--- src/rtl/bus_arbiter_2to1.sv ---
// Two-requester round-robin arbiter driving the select of a shared WIDTH-bit mux.
// Grants and select are registered; bus_out is combinational through the mux.
//
//   state   | meaning
//   --------+------------------------------------------------
//   ST_IDLE | no grant, sel holds its previous value
//   ST_G0   | requester 0 owns the port (gnt0=1, sel=0)
//   ST_G1   | requester 1 owns the port (gnt1=1, sel=1)
module bus_arbiter_2to1 #(
  parameter int WIDTH    = 32,
  parameter int MAX_HOLD = 4
) (
  input  logic             clk,
  input  logic             reset,
  input  logic             req0,
  input  logic             req1,
  input  logic [WIDTH-1:0] data0,
  input  logic [WIDTH-1:0] data1,
  output logic             gnt0,
  output logic             gnt1,
  output logic             sel,
  output logic [WIDTH-1:0] bus_out,
  output logic             bus_valid
);

  localparam int CNT_W = $clog2(MAX_HOLD + 1);
  localparam logic [CNT_W-1:0] HOLD_MAX = CNT_W'(MAX_HOLD);

  typedef enum logic [1:0] {
    ST_IDLE = 2'b00,
    ST_G0   = 2'b01,
    ST_G1   = 2'b10
  } state_t;

  state_t           state_q, state_d;
  logic [CNT_W-1:0] hold_cnt_q, hold_cnt_d;
  logic             last_q, last_d;
  logic             sel_q, sel_d;
  logic             gnt0_q, gnt0_d;
  logic             gnt1_q, gnt1_d;
  logic             grant_entry;

  always_ff @(posedge clk or posedge reset) begin
    if (reset) begin
      state_q    <= ST_IDLE;
      hold_cnt_q <= '0;
      last_q     <= 1'b1;
      sel_q      <= 1'b0;
      gnt0_q     <= 1'b0;
      gnt1_q     <= 1'b0;
    end else begin
      state_q    <= state_d;
      hold_cnt_q <= hold_cnt_d;
      last_q     <= last_d;
      sel_q      <= sel_d;
      gnt0_q     <= gnt0_d;
      gnt1_q     <= gnt1_d;
    end
  end

  // Next-state: a release hands over directly when the other side is waiting;
  // a forced switch only happens while the owner still requests.
  always_comb begin
    state_d = state_q;
    case (state_q)
      ST_IDLE: begin
        if (req0 && req1)  state_d = last_q ? ST_G0 : ST_G1;
        else if (req0)     state_d = ST_G0;
        else if (req1)     state_d = ST_G1;
      end
      ST_G0: begin
        if (!req0)                                state_d = req1 ? ST_G1 : ST_IDLE;
        else if (req1 && (hold_cnt_q == HOLD_MAX)) state_d = ST_G1;
      end
      ST_G1: begin
        if (!req1)                                state_d = req0 ? ST_G0 : ST_IDLE;
        else if (req0 && (hold_cnt_q == HOLD_MAX)) state_d = ST_G0;
      end
      default: state_d = ST_IDLE;
    endcase
  end

  always_comb begin
    grant_entry = (state_d != state_q) && (state_d != ST_IDLE);
    hold_cnt_d  = hold_cnt_q;
    last_d      = last_q;
    sel_d       = sel_q;
    gnt0_d      = (state_d == ST_G0);
    gnt1_d      = (state_d == ST_G1);

    if (state_d == ST_IDLE) begin
      hold_cnt_d = '0;
    end else if (grant_entry) begin
      hold_cnt_d = CNT_W'(1);
      last_d     = (state_d == ST_G1);
    end else if (hold_cnt_q < HOLD_MAX) begin
      hold_cnt_d = hold_cnt_q + CNT_W'(1);
    end

    if (state_d == ST_G0)      sel_d = 1'b0;
    else if (state_d == ST_G1) sel_d = 1'b1;
  end

  assign gnt0      = gnt0_q;
  assign gnt1      = gnt1_q;
  assign sel       = sel_q;
  assign bus_valid = gnt0_q | gnt1_q;
  assign bus_out   = sel_q ? data1 : data0;

endmodule

--- config.mk ---
export PLATFORM = sky130hd
export DESIGN_NAME = bus_arbiter_2to1
export DESIGN_NICKNAME = d
export VERILOG_FILES = /design/src/rtl/bus_arbiter_2to1.sv
export SDC_FILE = /design/constraint.sdc
export NUM_CORES = 1
export LEC_CHECK = 0
export ABC_AREA = 1
export CORE_MARGIN = 2
export CORE_UTILIZATION = 28
export DETAILED_ROUTE_END_ITERATION = 16
export PLACE_DENSITY = 0.91
export RECOVER_POWER = 25
export SYNTH_ARGS = -nofsm -noshare
export SYNTH_HDL_FRONTEND = slang
export SYNTH_SLANG_ARGS = --single-unit
--- constraint.sdc ---
create_clock -name clk -period 1.8 [get_ports clk]
set_input_delay 0.18 -clock clk [delete_from_list [all_inputs] [get_ports clk]]
set_output_delay 0.18 -clock clk [all_outputs]
set_load 0.01 [all_outputs]
==> impl_results.md <==
- Status: finished, final reports clean
- Synth cell count leaders: 32 x mux2_2, 15 x nand2_1, 12 x nor2_1
- Synth unique cells: 17
- Syn Inst Count: 108
- Critical Path End Type: register
- Vias per cell: 4.52
- DP HPWL: 3120 um
- Via count: 1174
- DRC errors left: 0
- Post-Syn Area: 928 um^2
- Most frequent cell after synthesis: mux2_2
- Final TNS setup: 0 ns
- Clk_lat worst skew: 0.26 ns
- Met1 GRT Util: 0.175
- Syn_nets: 181
- Max cap viols: 0
- Critical path required time: 2.00 ns
- First DRT Iteration DRCs: 45
- Clock Sinks: 9
- Part of the cycle the worst path needs: 0.942
- Fillers: 291
- Slew @ Worst Pin: 0.327 ns
- WP data arrival: 1.89 ns
- PD cells: 941 nW/um^2
- Gpl congestion: 0.901
- Slew headroom: 0.782
- Finished Cell Area: 2050 um^2
- Share of cells above drive strength 1: 0.227
- Total gr overflow: 0
- Layout overhead on the synthesized area: 120%
- Synth area leaders: mux2_2 39%, dfrtp_1 22%, ha_1 6.7%
- Top_reg_cell synth: dfrtp_1
- Setup violators final: 0
- Fin. Hold Viols: 0
- DRT antenna net count: 0
- Post-synth EDFFs: 0
- All-Layer GR Usage: 0.172
- Clock buffer depth: 2
- Post-place instance area: 2030 um^2
- Final Util: 0.659
- Max Clock Freq: 590 MHz
- Largest net degree at the start of global routing: 35
- CTS tree: yes
- CTS root buf: clkbuf_4
- HP Class: primary input to async pin
- # nets final: 290
- # IOs: 104
- Met2 Track Usage GR: 0.343
- Sequential element share of the synthesized area: 0.244
- Die extent in x: 61.6 um
- Die area: 3790 um^2
- Wire per inst: 14.2 um
- GR peak layer: met2
- Post-synth top area share: 0.388
- Starting density of the core: 0.299
- PortBufs: 103
- Rows: 20
- Initial antenna violation count: 0
- Core ar.: 3100 um^2
- Placement Setup Slack: 0.00891 ns
- TritonCTS Buffers: 3
- Leakage: 0.000930 uW
- CP Max Fanout: 3
- Area leader, netlist: mux2_2
- Met3 usage: 0.0609
- Fraction of registers with async set/reset: 1.00
- FF+latch count, synth: 9
- Synth Warn #: 0
- DRT Pass-1 Iters: 4
- Reg clk slew, reported paths: 0.06 ns
- # H-tree levels: 1
- Die height: 61.6 um
- Tmin final: 1.70 ns
- Antenna diodes: 0
- Worst Clk Skew: 0.00482 ns
- Worst setup margin: 0.104 ns
- Startpoint Class: register
- Setup CP Type: register to register
- Vias in the first global route: 1135
- Mean area per synthesized cell: 8.60 um^2
- First-pass GRT wire length: 4820 um
- Post-Route WL: 3680 um
- Worst IR Drop VDD: 409 uV
- Max-slew violations: 0
==> cells by family after synthesis <==
group | Yosys count | share of synthesized area
DFF | 9 | 0.244
and+or+nand+nor | 43 | 0.209
adders and majority gates | 5 | 0.0674
buffers and inverters | 15 | 0.0660
AOI/OAI and AO/OA | 3 | 0.0162
muxes | 32 | 0.388
xor gates and xnor gates | 1 | 0.00944
==> layout by cell type, fill, tap and decap left out, drive strengths merged <==
cell and n:
a21oi 2, buf 5, clkbuf 4, clkdlybuf4s50 68
dfrtp 8, dfstp 1, dlygate4sd2 32, dlygate4sd3 3
ha 5, inv 11, mux2 32, nand2 16
nand3 10, nand4 3, nor2 13, o21ai 1
or2 1, xnor2 1
==> state kept, by name (all words and copies together) (netlist names) <==
name	flops
gnt1	1
hold_cnt_q	3
gnt0	1
sel	1
state_q	2
last_q	1
==> cell type report <==
class,count,area [um^2],share of cell area
inverters,11,41.3,0.0202
flip-flops and latches,9,226,0.111
multi-input cells,84,656,0.320
repair buffers,108,1040,0.509
well taps,44,55.1,0.0269
clock buffers,4,26.3,0.0128
==> per-layer routing <==
layer / vias to the layer above / share of wire
li1: 584 / -
met1: 537 / 0.34
met2: 51 / 0.59
met3: 2 / 0.066
met4: 0 / 0.0071
met5: - / 0
==> worst max-delay path, cell delays in order (launching register included) <==
cell and delay (ns):
dfrtp_1 0.40, inv_1 0.07, ha_2 0.18, nand3_2 0.09, nand2_2 0.10, nand4_1 0.11, nand3_2 0.10, inv_1 0.06
ha_1 0.22, inv_1 0.09, nand4_1 0.11, nor2_1 0.09
==> stage by stage <==
stage,std cells,power [uW],hold WS [ns]
after global routing,260,2080,0.358
final,260,1920,0.308
after global placement,254,1840,0.452
after floorplan,108,1140,0.00720
after detailed placement,254,1850,0.462
after CTS,258,1900,0.175
==> repair_timing <==
item	CTS	global route
hold endpoints to repair	0	0
gates resized for setup	32	4
hold buffers	0	0
setup buffers	0	2
pin swaps	0	1
setup endpoints to repair	32	4
==> path summary, 6_finish.rpt <==
path,to,start,slack [ns],cells past startpoint
setup / recovery,hold_cnt_q[2],hold_cnt_q[0],0.10,11
hold / removal,gnt0,reset,0.31,2
setup reg to reg,hold_cnt_q[2],hold_cnt_q[0],0.10,11
hold reg to reg,last_q,last_q,0.49,2
max in group asynchronous,last_q,reset,1.20,2
min in group clk,last_q,last_q,0.49,2
==> power by group <==
group	internal [uW]	leakage (uW)	switching, uW
clock	85.1	0.0000150	66.2
combinational	779	0.000804	645
sequential	284	0.000111	64.6
Note: power is estimated with default switching activity, not from simulation.
